## config.mk

```make
export PLATFORM = sky130hd
export DESIGN_NAME = fetch_unit
export DESIGN_NICKNAME = d
export VERILOG_FILES = /design/src/rtl/fetch_unit.sv
export SDC_FILE = /design/constraint.sdc
export NUM_CORES = 1
export LEC_CHECK = 0
export CORE_AREA = 2 2 136 138
export CTS_BUF_LIST = sky130_fd_sc_hd__clkbuf_4
export CTS_CLUSTER_SIZE = 10
export DETAILED_ROUTE_END_ITERATION = 8
export DIE_AREA = 0 0 138 140
export PLACE_DENSITY = 0.83
export SYNTH_ARGS = -nofsm -noshare
export SYNTH_HDL_FRONTEND = slang
export SYNTH_SLANG_ARGS = --single-unit
```

## constraint.sdc

```tcl
create_clock -name clk -period 6.1 [get_ports clk]
set_input_delay 1.83 -clock clk [delete_from_list [all_inputs] [get_ports clk]]
set_output_delay 1.83 -clock clk [all_outputs]
set_load 0.02 [all_outputs]
```

## src/rtl/fetch_unit.sv

```systemverilog
// Instruction-fetch stage: PC, single-outstanding memory request, and a small
// {pc, instr} queue feeding decode. Redirect flushes and drops any stale reply.
module fetch_unit #(
    parameter logic [31:0] RESET_PC = 32'h0000_0000,
    parameter int          DEPTH    = 2
) (
    input  logic        clk,
    input  logic        reset,
    output logic        imem_req_out,
    output logic [31:0] imem_addr_out,
    input  logic        imem_ready_in,
    input  logic        imem_valid_in,
    input  logic [31:0] imem_data_in,
    input  logic        redirect_in,
    input  logic [31:0] redirect_pc_in,
    input  logic        stall_in,
    output logic        valid_out,
    output logic [31:0] instr_out,
    output logic [31:0] pc_seq_out,
    output logic [31:0] pc_seq_2_out
);

    localparam int AW = (DEPTH > 1) ? $clog2(DEPTH) : 1;
    localparam logic [AW:0] FULL_CNT = DEPTH[AW:0];

    // REQ: may issue a fetch | WAIT: reply will be queued | DROP: reply will be discarded
    typedef enum logic [1:0] {ST_REQ, ST_WAIT, ST_DROP} state_t;

    state_t        r_state;
    state_t        w_state_nxt;
    logic [31:0]   r_fetch_pc;
    logic [31:0]   r_tag;
    logic [31:0]   r_q_pc    [DEPTH];
    logic [31:0]   r_q_instr [DEPTH];
    logic [AW-1:0] r_rd_ptr;
    logic [AW-1:0] r_wr_ptr;
    logic [AW:0]   r_count;

    logic          w_empty;
    logic          w_req;
    logic          w_accept;
    logic          w_push;
    logic          w_pop;
    logic [31:0]   w_redirect_pc;

    always_comb begin
        w_empty       = (r_count == '0);
        w_req         = !reset && (r_state == ST_REQ) && (r_count < FULL_CNT);
        w_accept      = w_req && imem_ready_in;
        w_push        = (r_state == ST_WAIT) && imem_valid_in && !redirect_in;
        w_pop         = !w_empty && !stall_in && !redirect_in;
        w_redirect_pc = redirect_pc_in & 32'hFFFF_FFFC;
    end

    always_comb begin
        w_state_nxt = r_state;
        if (redirect_in) begin
            // A request still in flight after this cycle must have its reply dropped.
            if ((r_state == ST_REQ && w_accept) || (r_state != ST_REQ && !imem_valid_in))
                w_state_nxt = ST_DROP;
            else
                w_state_nxt = ST_REQ;
        end else begin
            case (r_state)
                ST_REQ:  if (w_accept)      w_state_nxt = ST_WAIT;
                ST_WAIT: if (imem_valid_in) w_state_nxt = ST_REQ;
                ST_DROP: if (imem_valid_in) w_state_nxt = ST_REQ;
                default:                    w_state_nxt = ST_REQ;
            endcase
        end
    end

    always_ff @(posedge clk) begin
        if (reset) begin
            r_state    <= ST_REQ;
            r_fetch_pc <= RESET_PC;
            r_tag      <= '0;
            r_rd_ptr   <= '0;
            r_wr_ptr   <= '0;
            r_count    <= '0;
        end else begin
            r_state <= w_state_nxt;
            if (redirect_in) begin
                r_fetch_pc <= w_redirect_pc;
                r_rd_ptr   <= '0;
                r_wr_ptr   <= '0;
                r_count    <= '0;
            end else begin
                if (w_accept) begin
                    r_tag      <= r_fetch_pc;
                    r_fetch_pc <= r_fetch_pc + 32'd4;
                end
                if (w_push)
                    r_wr_ptr <= r_wr_ptr + 1'b1;
                if (w_pop)
                    r_rd_ptr <= r_rd_ptr + 1'b1;
                r_count <= r_count + {{AW{1'b0}}, w_push} - {{AW{1'b0}}, w_pop};
            end
        end
    end

    always_ff @(posedge clk) begin
        if (w_push) begin
            r_q_pc[r_wr_ptr]    <= r_tag;
            r_q_instr[r_wr_ptr] <= imem_data_in;
        end
    end

    always_comb begin
        imem_req_out  = w_req;
        imem_addr_out = r_fetch_pc;
        valid_out     = !w_empty;
        instr_out     = w_empty ? 32'h0 : r_q_instr[r_rd_ptr];
        pc_seq_out    = w_empty ? 32'h0 : r_q_pc[r_rd_ptr] + 32'd4;
        pc_seq_2_out  = w_empty ? 32'h0 : r_q_pc[r_rd_ptr] + 32'd8;
    end

endmodule

```

After elaboration in Yosys (flattened, before gate mapping)

Memories as Yosys holds them, arrays and structs flattened. A register that Yosys moved wholly into a read port is not among the register bits.
Index checks and enable logic that the tools add are counted.

RAM bits: 128
Bits in latches: 0
Logic and storage cells: 61
Input port bits: 70
Flip-flop bits (word level): 70
Output and inout bits: 130
Memories kept: 2
Bits in read-only memories: 0

Shift operators: 0
Add/subtract/negate cells: 7
Order comparisons: 1
Bitwise operators: 1
Reductions and logical operators: 23
Mux-type cells: 16
Div/mod/pow operators: 0
Equality and inequality tests: 4
Multiply operators: 0

Memories:

| memory    | words | bits a word | read ports | clocked after memory_dff | wr ports | line | text |
|---|---|---|---|---|---|---|---|
| r_q_instr | 2     | 32          | 1          | 1                        | 1        | 34   | `logic [31:0] r_q_instr [DEPTH];` |
| r_q_pc    | 2     | 32          | 1          | 1                        | 1        | 33   | `logic [31:0] r_q_pc [DEPTH];` |

Operator list:

| kind                                                   | number |
|---|---|
| 2-to-1 mux 32 bit                                      | 5 |
| adder 32 x 3 -> 32 bit (second input constant)         | 2 |
| adder 32 x 4 -> 32 bit (second input constant)         | 1 |
| logical AND 1 bit                                      | 9 |
| 2-to-1 mux 2 bit                                       | 4 |
| 2-to-1 mux 1 bit                                       | 6 |
| zero test 1 bit                                        | 5 |
| zero test 2 bit                                        | 2 |
| case mux 2 bit (2 select lines)                        | 1 |
| AND reduction 2 bit                                    | 2 |
| nonzero test 2 bit                                     | 2 |
| OR reduction 2 bit                                     | 2 |
| inequality test 3 x 1 -> 1 bit (second input constant) | 1 |
| inequality test 3 bit (second input constant)          | 1 |
| adder 1 bit (second input constant)                    | 2 |
| adder 2 x 1 -> 2 bit                                   | 1 |
| equality test 2 x 1 -> 1 bit (second input constant)   | 1 |
| equality test 2 bit (second input constant)            | 1 |
| < comparator 2 bit (second input constant)             | 1 |
| subtractor 2 x 1 -> 2 bit                              | 1 |
| logical OR 1 bit                                       | 1 |
| inverter 1 bit                                         | 1 |

Longest topological paths before layout

Gate-level depths: netlist (run 1).

Depth in word-level cells: 8
Mapped depth: 11
Gate-level depth less buffers: 9

Worst setup path after synthesis (run 1)

OpenSTA, ideal clock, no wires.

Path type: input-to-reg
Start: input port redirect_in
End: memory r_q_instr[0][0] (enable)
Required time: 5.618 ns
Setup slack: 0.457 ns
Cell stages on the path: 5
Library setup time: 0.482 ns
Buffers on the path: 2
Data arrival time: 5.161 ns
Cells stage by stage: clkbuf_1 inv_1 clkbuf_1 nand3_1 nor2_1

Cells in the longest elaborated chain, start to end: 4

Ends and longest elaborated chain:

| what                                   | line | text |
|---|---|---|
| from (decl)                            | 14   | `input logic redirect_in,` |
| zero test 1 bit                        | 50   | `w_push = (r_state == ST_WAIT) && imem_valid_in && !redirect_in;` |
| logical AND 1 bit                      | 50   |  |
| 2-to-1 mux 1 bit                       | 103  | `if (w_push) begin` |
| 2-to-1 mux 1 bit (implied by the code) | 105  | `r_q_instr[r_wr_ptr] <= imem_data_in;` |
| to (decl)                              | 34   |  |

Every way passes these cells.

==> qor.txt, run 1 <==
Post-CTS Setup Inserts -> 0
Crit Path Class -> register to output pin
I/O Buffers -> 191
Critical Path End Type -> output pin
Final WS setup -> 0.505 ns
Wire per inst -> 16.6 um
Slowest cell on the critical path -> clkdlybuf4s50_1
Routed Antenna Nets -> 0
Core ar. -> 17800 um^2
CTS tree -> yes
Number of CTS-inserted buffers -> 17
R2R setup slack -> 3.59 ns
GPL Wtd Cong -> 0.898
CTS sink cnt -> 191
Clock latency on the worst-skew pair -> 0.58 ns
WL final -> 22000 um
Top cell type's share of synthesized area -> 40.0%
Final setup fails -> 0
Synth Warn # -> 0
Post-route minimum period -> 5.59 ns
Fillers -> 1407
Status -> complete, no violations
Vias -> 7402
Worst EP arrival -> 3.76 ns
Gr ovfl total -> 0
Average size of a mapped cell -> 10.3 um^2
Post-Syn Instances -> 908
Pwr Density -> 194 nW/um^2
Half-perimeter wire length after placement -> 16000 um
Hold Path Stages -> 0
RSZ-0062 raised after global routing -> false
CP Cell Sequence -> buf_4, nand3b_1, a21boi_0, nand3_1, or3_1, a311oi_1, clkdlybuf4s50_1
Drt first pass iters -> 5
Asr flop ratio synth -> 0%
Maximum VDD drop -> 0.109 mV
Crit-path max FO -> 58
Initial antenna violation count -> 1
Synth cell types -> 54
Post-synth EDFFs -> 124
Setup slack at placement -> 1.15 ns
Seq/Total Area, Yosys -> 54.4%
Starting density of the core -> 52.4%
Root Buffer -> clkbuf_4
Worst clock skew -> 0.0255 ns
Core Util, Final -> 66.0%
Final-report max-slew violation count -> 0
Die height -> 140 um
Synth Flop Type -> edfxtp_1
Io pins -> 200
H-tree level count -> 4
Worst setup SP type -> register
PnR Total Power -> 2280 uW
Fin crit share -> 91.7%
Max Clk Rate -> 0.179 GHz
Post-cts resize count -> 0
Die span in x -> 138 um
#FFs+latches synth -> 191
Mapped Area -> 9320 um^2
Ratio of cells with drive above 1 in the final layout -> 6.84%
DR iter-0 viols -> 736
Worst r2r path cells -> 9
Vias in the first global route -> 6855
Routed vias/inst -> 5.58
Clock slew at reported path FFs -> 0.14 ns
DRC violation count after routing -> 0
Max Cap Viol -> 0
Commonest non-fill, non-tap cell in the layout -> clkdlybuf4s50_1
Hold buffer count at cts -> 0
LEAKAGE -> 0.00366 uW
Tightest Pin Transition -> 1.15 ns
Hold/Removal Path Class -> register to register
Final Hold Vio Count -> 0
Largest net degree at the start of global routing -> 70
Worst slew margin -> 23.6%
Top cells by area, synth -> edfxtp_1, dfxtp_1, mux2i_1
Commonest non-fill, non-tap cells in the layout -> clkdlybuf4s50_1, nand2_1, edfxtp_1
Critical Path Max Stage Delay -> 0.67 ns
Critical path required time -> 4.27 ns
HP Start -> r_tag[30]
End of the worst hold path -> r_q_pc[1][30]
WP buf/inv -> 2
Yosys top cell by area -> edfxtp_1
Area growth from synthesis to layout -> 26.0%
RR Endpoint -> imem_addr_out[22]
FP Rows -> 49
Reg2reg start -> r_state[1]
Bufs on Longest Clock Path -> 2
Die outline area -> 19300 um^2
Top cell family by delay on the critical path -> simple AND/OR/NAND/NOR gates
Post-layout nets -> 1160
Setup TNS -> 0 ns
Gr usage total -> 22.4%
First-pass GRT wire length -> 35000 um
-- state kept, by name, indices dropped and copies added (netlist names), named ones only --
register	flops
r_tag	30
r_rd_ptr	1
r_q_pc	60
r_state	2
imem_addr_out	30
r_q_instr	64
r_wr_ptr	1
r_count	2
-- cell usage after synthesis (all sizes together), types with 5 or more instances --
master  instances
clkbuf         32
dfxtp          67
edfxtp        124
nor4           12
a22oi           7
xor2           15
nand3b         16
or2             9
nor2          105
nand4          25
nand3          43
mux2           10
o21ai           7
ha              7
xnor2          34
a211oi         19
inv            10
nand2b          9
mux2i          76
nor3           18
buf            20
a21oi          55
nand2         140
and3            5
and2            5
-- final cells by class --
| class | count | area (um^2) | share of cell area [%] |
|---|---|---|---|
| diodes | 1 | 2.50 | 0.0213 |
| clock buffers | 17 | 128 | 1.09 |
| clock inverters | 15 | 170 | 1.45 |
| inverters | 12 | 45.0 | 0.384 |
| multi-input cells | 658 | 4010 | 34.2 |
| flip-flops and latches | 191 | 5070 | 43.2 |
| well taps | 229 | 287 | 2.44 |
| repair buffers | 203 | 2020 | 17.2 |
-- worst max-delay path by stage --
stage	startpoint	endpoint	slack [ns]	cells after the start
2_1_floorplan	redirect_in	r_q_instr[0][0]	0.46	5
3_3_place_gp	register	pc_seq_out[18]	1.19	7
3_5_place_dp	register	pc_seq_out[18]	1.15	7
4_1_cts	register	pc_seq_out[18]	0.49	8
5_1_grt	register	pc_seq_out[18]	0.20	7
6_report	register	pc_seq_2_out[18]	0.51	7
-- where the power goes --
part           leakage (uW)  total [uW]  switching, uW  internal, uW
Sequential          0.00174        1420           29.9          1390
Clock              0.000159         693            435           258
Combinational       0.00176         169           81.6          87.7
Total               0.00366        2280            547          1730
-- per-layer routing --
metal | GRT usage [%] | vias up | part of all wire (%)
li1 | - | 3615 | -
met1 | 30.8 | 3460 | 44
met2 | 35.7 | 287 | 47
met3 | 3.76 | 40 | 6.1
met4 | 8.92 | 0 | 2.7
met5 | 0 | - | 0
-- per-stage QoR --
step / cells / hold slack (ns) / cell area, um^2
2_1_floorplan: 913 / 0.425 / 9330
3_3_place_gp: 1293 / 0.432 / 11400
3_5_place_dp: 1293 / 0.440 / 11400
4_1_cts: 1325 / 0.474 / 11700
5_1_grt: 1326 / 0.495 / 11700
6_report: 1326 / 0.470 / 11700
-- logic make-up after synthesis --
family          after synthesis  share of synthesized area, %
xor+xnor                     49                          4.61
buf+inv                      64                          3.10
fa+ha+maj                     7                         0.940
mux                          86                          9.38
other cells                   1                        0.0403
simple gates                402                          20.4
compound gates              108                          7.13
flops                       191                          54.4
Power figures use the tool's default switching activity.
==> inputs of run 2 (changes only) <==
PLACE_DENSITY = 0.86   (was 0.83)
==> run 2 against run 1 <==
Critical endpoint is now pc_seq_out[18]. Die area did not move. Worst setup slack got worse by 0.16 ns. Highest routed layer unchanged. Sequential cell count did not move. Via count barely moved. Utilization fell by 0.34 points. Maximum frequency fell by 2.8%. Clock skew rose by 0.00078 ns. Sequential share of layout area rose by 0.23 points.
==> qor.txt, run 2 (same netlist as run 1, synthesis figures left out) <==
Worst setup SP type -> register
First-pass GRT wire length -> 35000 um (about the same)
WL final -> 22100 um (+0.35%)
Pwr Density -> 189 nW/um^2 (-2.8%)
Hold/Removal Path Class -> register to register
Gr ovfl total -> 0 (unchanged)
Worst r2r path cells -> 9 (unchanged)
Half-perimeter wire length after placement -> 16200 um (+1.5%)
Post-CTS Setup Inserts -> 0 (unchanged)
Critical Path End Type -> output pin
Final-report max-slew violation count -> 0 (unchanged)
Crit-path max FO -> 29 (-50%)
Area growth from synthesis to layout -> 25.3%
I/O Buffers -> 191 (unchanged)
GPL Wtd Cong -> 0.877 (-2.2%)
Max Cap Viol -> 0 (unchanged)
Largest net degree at the start of global routing -> 70 (unchanged)
Tightest Pin Transition -> 0.811 ns (-0.334 ns)
Post-DP Area -> 11400 um^2 (-0.18%)
Ratio of cells with drive above 1 in the final layout -> 6.75% (-0.097 points)
Post-layout nets -> 1161 (+0.086%)
Multi-input logic area -> 4010 um^2 (about the same)
R2R setup slack -> 3.77 ns (+0.18 ns)
Number of CTS-inserted buffers -> 17 (unchanged)
Io pins -> 200 (unchanged)
Critical Path Max Stage Delay -> 0.63 ns (-0.04 ns)
H-tree level count -> 4 (unchanged)
RSZ-0062 raised after global routing -> false
End of the worst hold path -> r_q_pc[0][29]
Fillers -> 1405 (-0.14%)
Die height -> 140 um (unchanged)
Root Buffer -> clkbuf_4
Final Hold Vio Count -> 0 (unchanged)
DR iter-0 viols -> 595 (-19%)
LEAKAGE -> 0.00364 uW (-0.76%)
Post-route minimum period -> 5.76 ns (+0.164 ns)
HP Start -> r_tag[29]
Largest register by flop count -> r_q_instr
Commonest non-fill, non-tap cell in the layout -> clkdlybuf4s50_1
Hold Path Stages -> 0 (unchanged)
Largest register FFs -> 64 (unchanged)
Seq. cell area -> 5070 um^2 (unchanged)
Final Cell Area -> 11700 um^2 (-0.52%)
Slowest cell on the critical path -> clkdlybuf4s50_1
Vias in the first global route -> 6883 (+0.41%)
Drt first pass iters -> 5 (unchanged)
Crit Path Class -> register to output pin
FP Rows -> 49 (unchanged)
Wire per inst -> 16.6 um (+0.27%)
Starting density of the core -> 52.4% (unchanged)
Worst EP arrival -> 3.93 ns (+0.17 ns)
Critical path required time -> 4.27 ns (about the same)
Core ar. -> 17800 um^2 (unchanged)
DRC violation count after routing -> 0 (unchanged)
Die span in x -> 138 um (unchanged)
Bufs on Longest Clock Path -> 2 (unchanged)
CTS sink cnt -> 191 (unchanged)
Maximum VDD drop -> 0.113 mV (+4.1%)
Fin crit share -> 94.4% (+2.7 points)
Gr usage total -> 22.4% (about the same)
Status -> complete, no violations
Reg2reg start -> r_state[1]
Vias -> 7396 (-0.081%)
Clock latency on the worst-skew pair -> 0.59 ns (about the same)
Top flop regs -> r_q_instr: 64 flops, r_q_pc: 60 flops
CTS tree -> yes
Initial antenna violation count -> 1 (unchanged)
Worst slew margin -> 45.6% (+22 points)
Routed Antenna Nets -> 0 (unchanged)
Commonest non-fill, non-tap cells in the layout -> clkdlybuf4s50_1, nand2_1, edfxtp_1
CP Cell Sequence -> mux2i_1, clkinv_1, ha_1, a21boi_0, nand3_1, or4_1, a21oi_1, clkdlybuf4s50_1
Setup TNS -> 0 ns (unchanged)
Clock slew at reported path FFs -> 0.15 ns (about the same)
RR Endpoint -> imem_addr_out[22]
Max Clk Rate -> 0.174 GHz (-2.8%)
Die outline area -> 19300 um^2 (unchanged)
Worst clock skew -> 0.0263 ns (+0.000777 ns)
Final setup fails -> 0 (unchanged)
Routed vias/inst -> 5.57 (-0.16%)
==> run 2: per-stage QoR <==
| stage | std cells | power (uW) | setup WS [ns] | hold WS, ns | util [%] |
|---|---|---|---|---|---|
| floorplan | 913 | 1520 | 0.457 | 0.425 | - |
| global placement | 1294 | 1610 | 0.983 | 0.432 | 64.2 |
| detailed placement | 1294 | 1620 | 0.917 | 0.441 | 64.2 |
| CTS | 1326 | 2220 | 0.225 | 0.476 | 65.6 |
| global route | 1327 | 2280 | 0.0383 | 0.494 | 65.7 |
| finish | 1327 | 2210 | 0.341 | 0.478 | 65.7 |
==> run 2: report_power, final <==
group	switching, uW	internal, uW
registers	28.4	1390
logic	82.8	87.9
clock network	443	173
==> run 2: worst max-delay path, delay by kind of cell, from the launching register on <==
kind | cells | cell delay (ns)
buf+inv | 2 | 0.84
compound gates | 2 | 0.64
fa+ha+maj | 1 | 0.27
flops | 1 | 0.61
simple gates | 2 | 0.77
mux | 1 | 0.22
==> run 2: worst max path at each step <==
stage | startpoint | endpoint | slack [ns]
6_report | register | pc_seq_out[18] | 0.34
3_3_place_gp | register | pc_seq_2_out[18] | 0.98
2_1_floorplan | redirect_in | r_q_instr[0][0] | 0.46
3_5_place_dp | register | pc_seq_2_out[18] | 0.92
4_1_cts | register | pc_seq_2_out[18] | 0.22
5_1_grt | register | pc_seq_out[18] | 0.04
==> run 2: area by class of cell <==
type,count,area share [%]
flip-flops and latches,191,43.4
multi-input cells,658,34.3
repair buffers,204,17.2
well taps,229,2.45
clock buffers,17,1.09
clock inverters,15,1.07
inverters,12,0.386
diodes,1,0.0214
==> run 2: metal layers <==
metal | global-route usage (%) | wire length [um]
met1 | 30.8 | 9950
met2 | 35.9 | 10400
met3 | 3.79 | 1210
met4 | 8.43 | 559
met5 | 0 | 0
==> run 2: repair_timing <==
| action | CTS | global route |
|---|---|---|
| endpoints found under the hold margin | 0 | 0 |
| setup endpoints to repair | 0 | 1 |
| hold buffers | 0 | 0 |
| gates resized for setup | 0 | 1 |
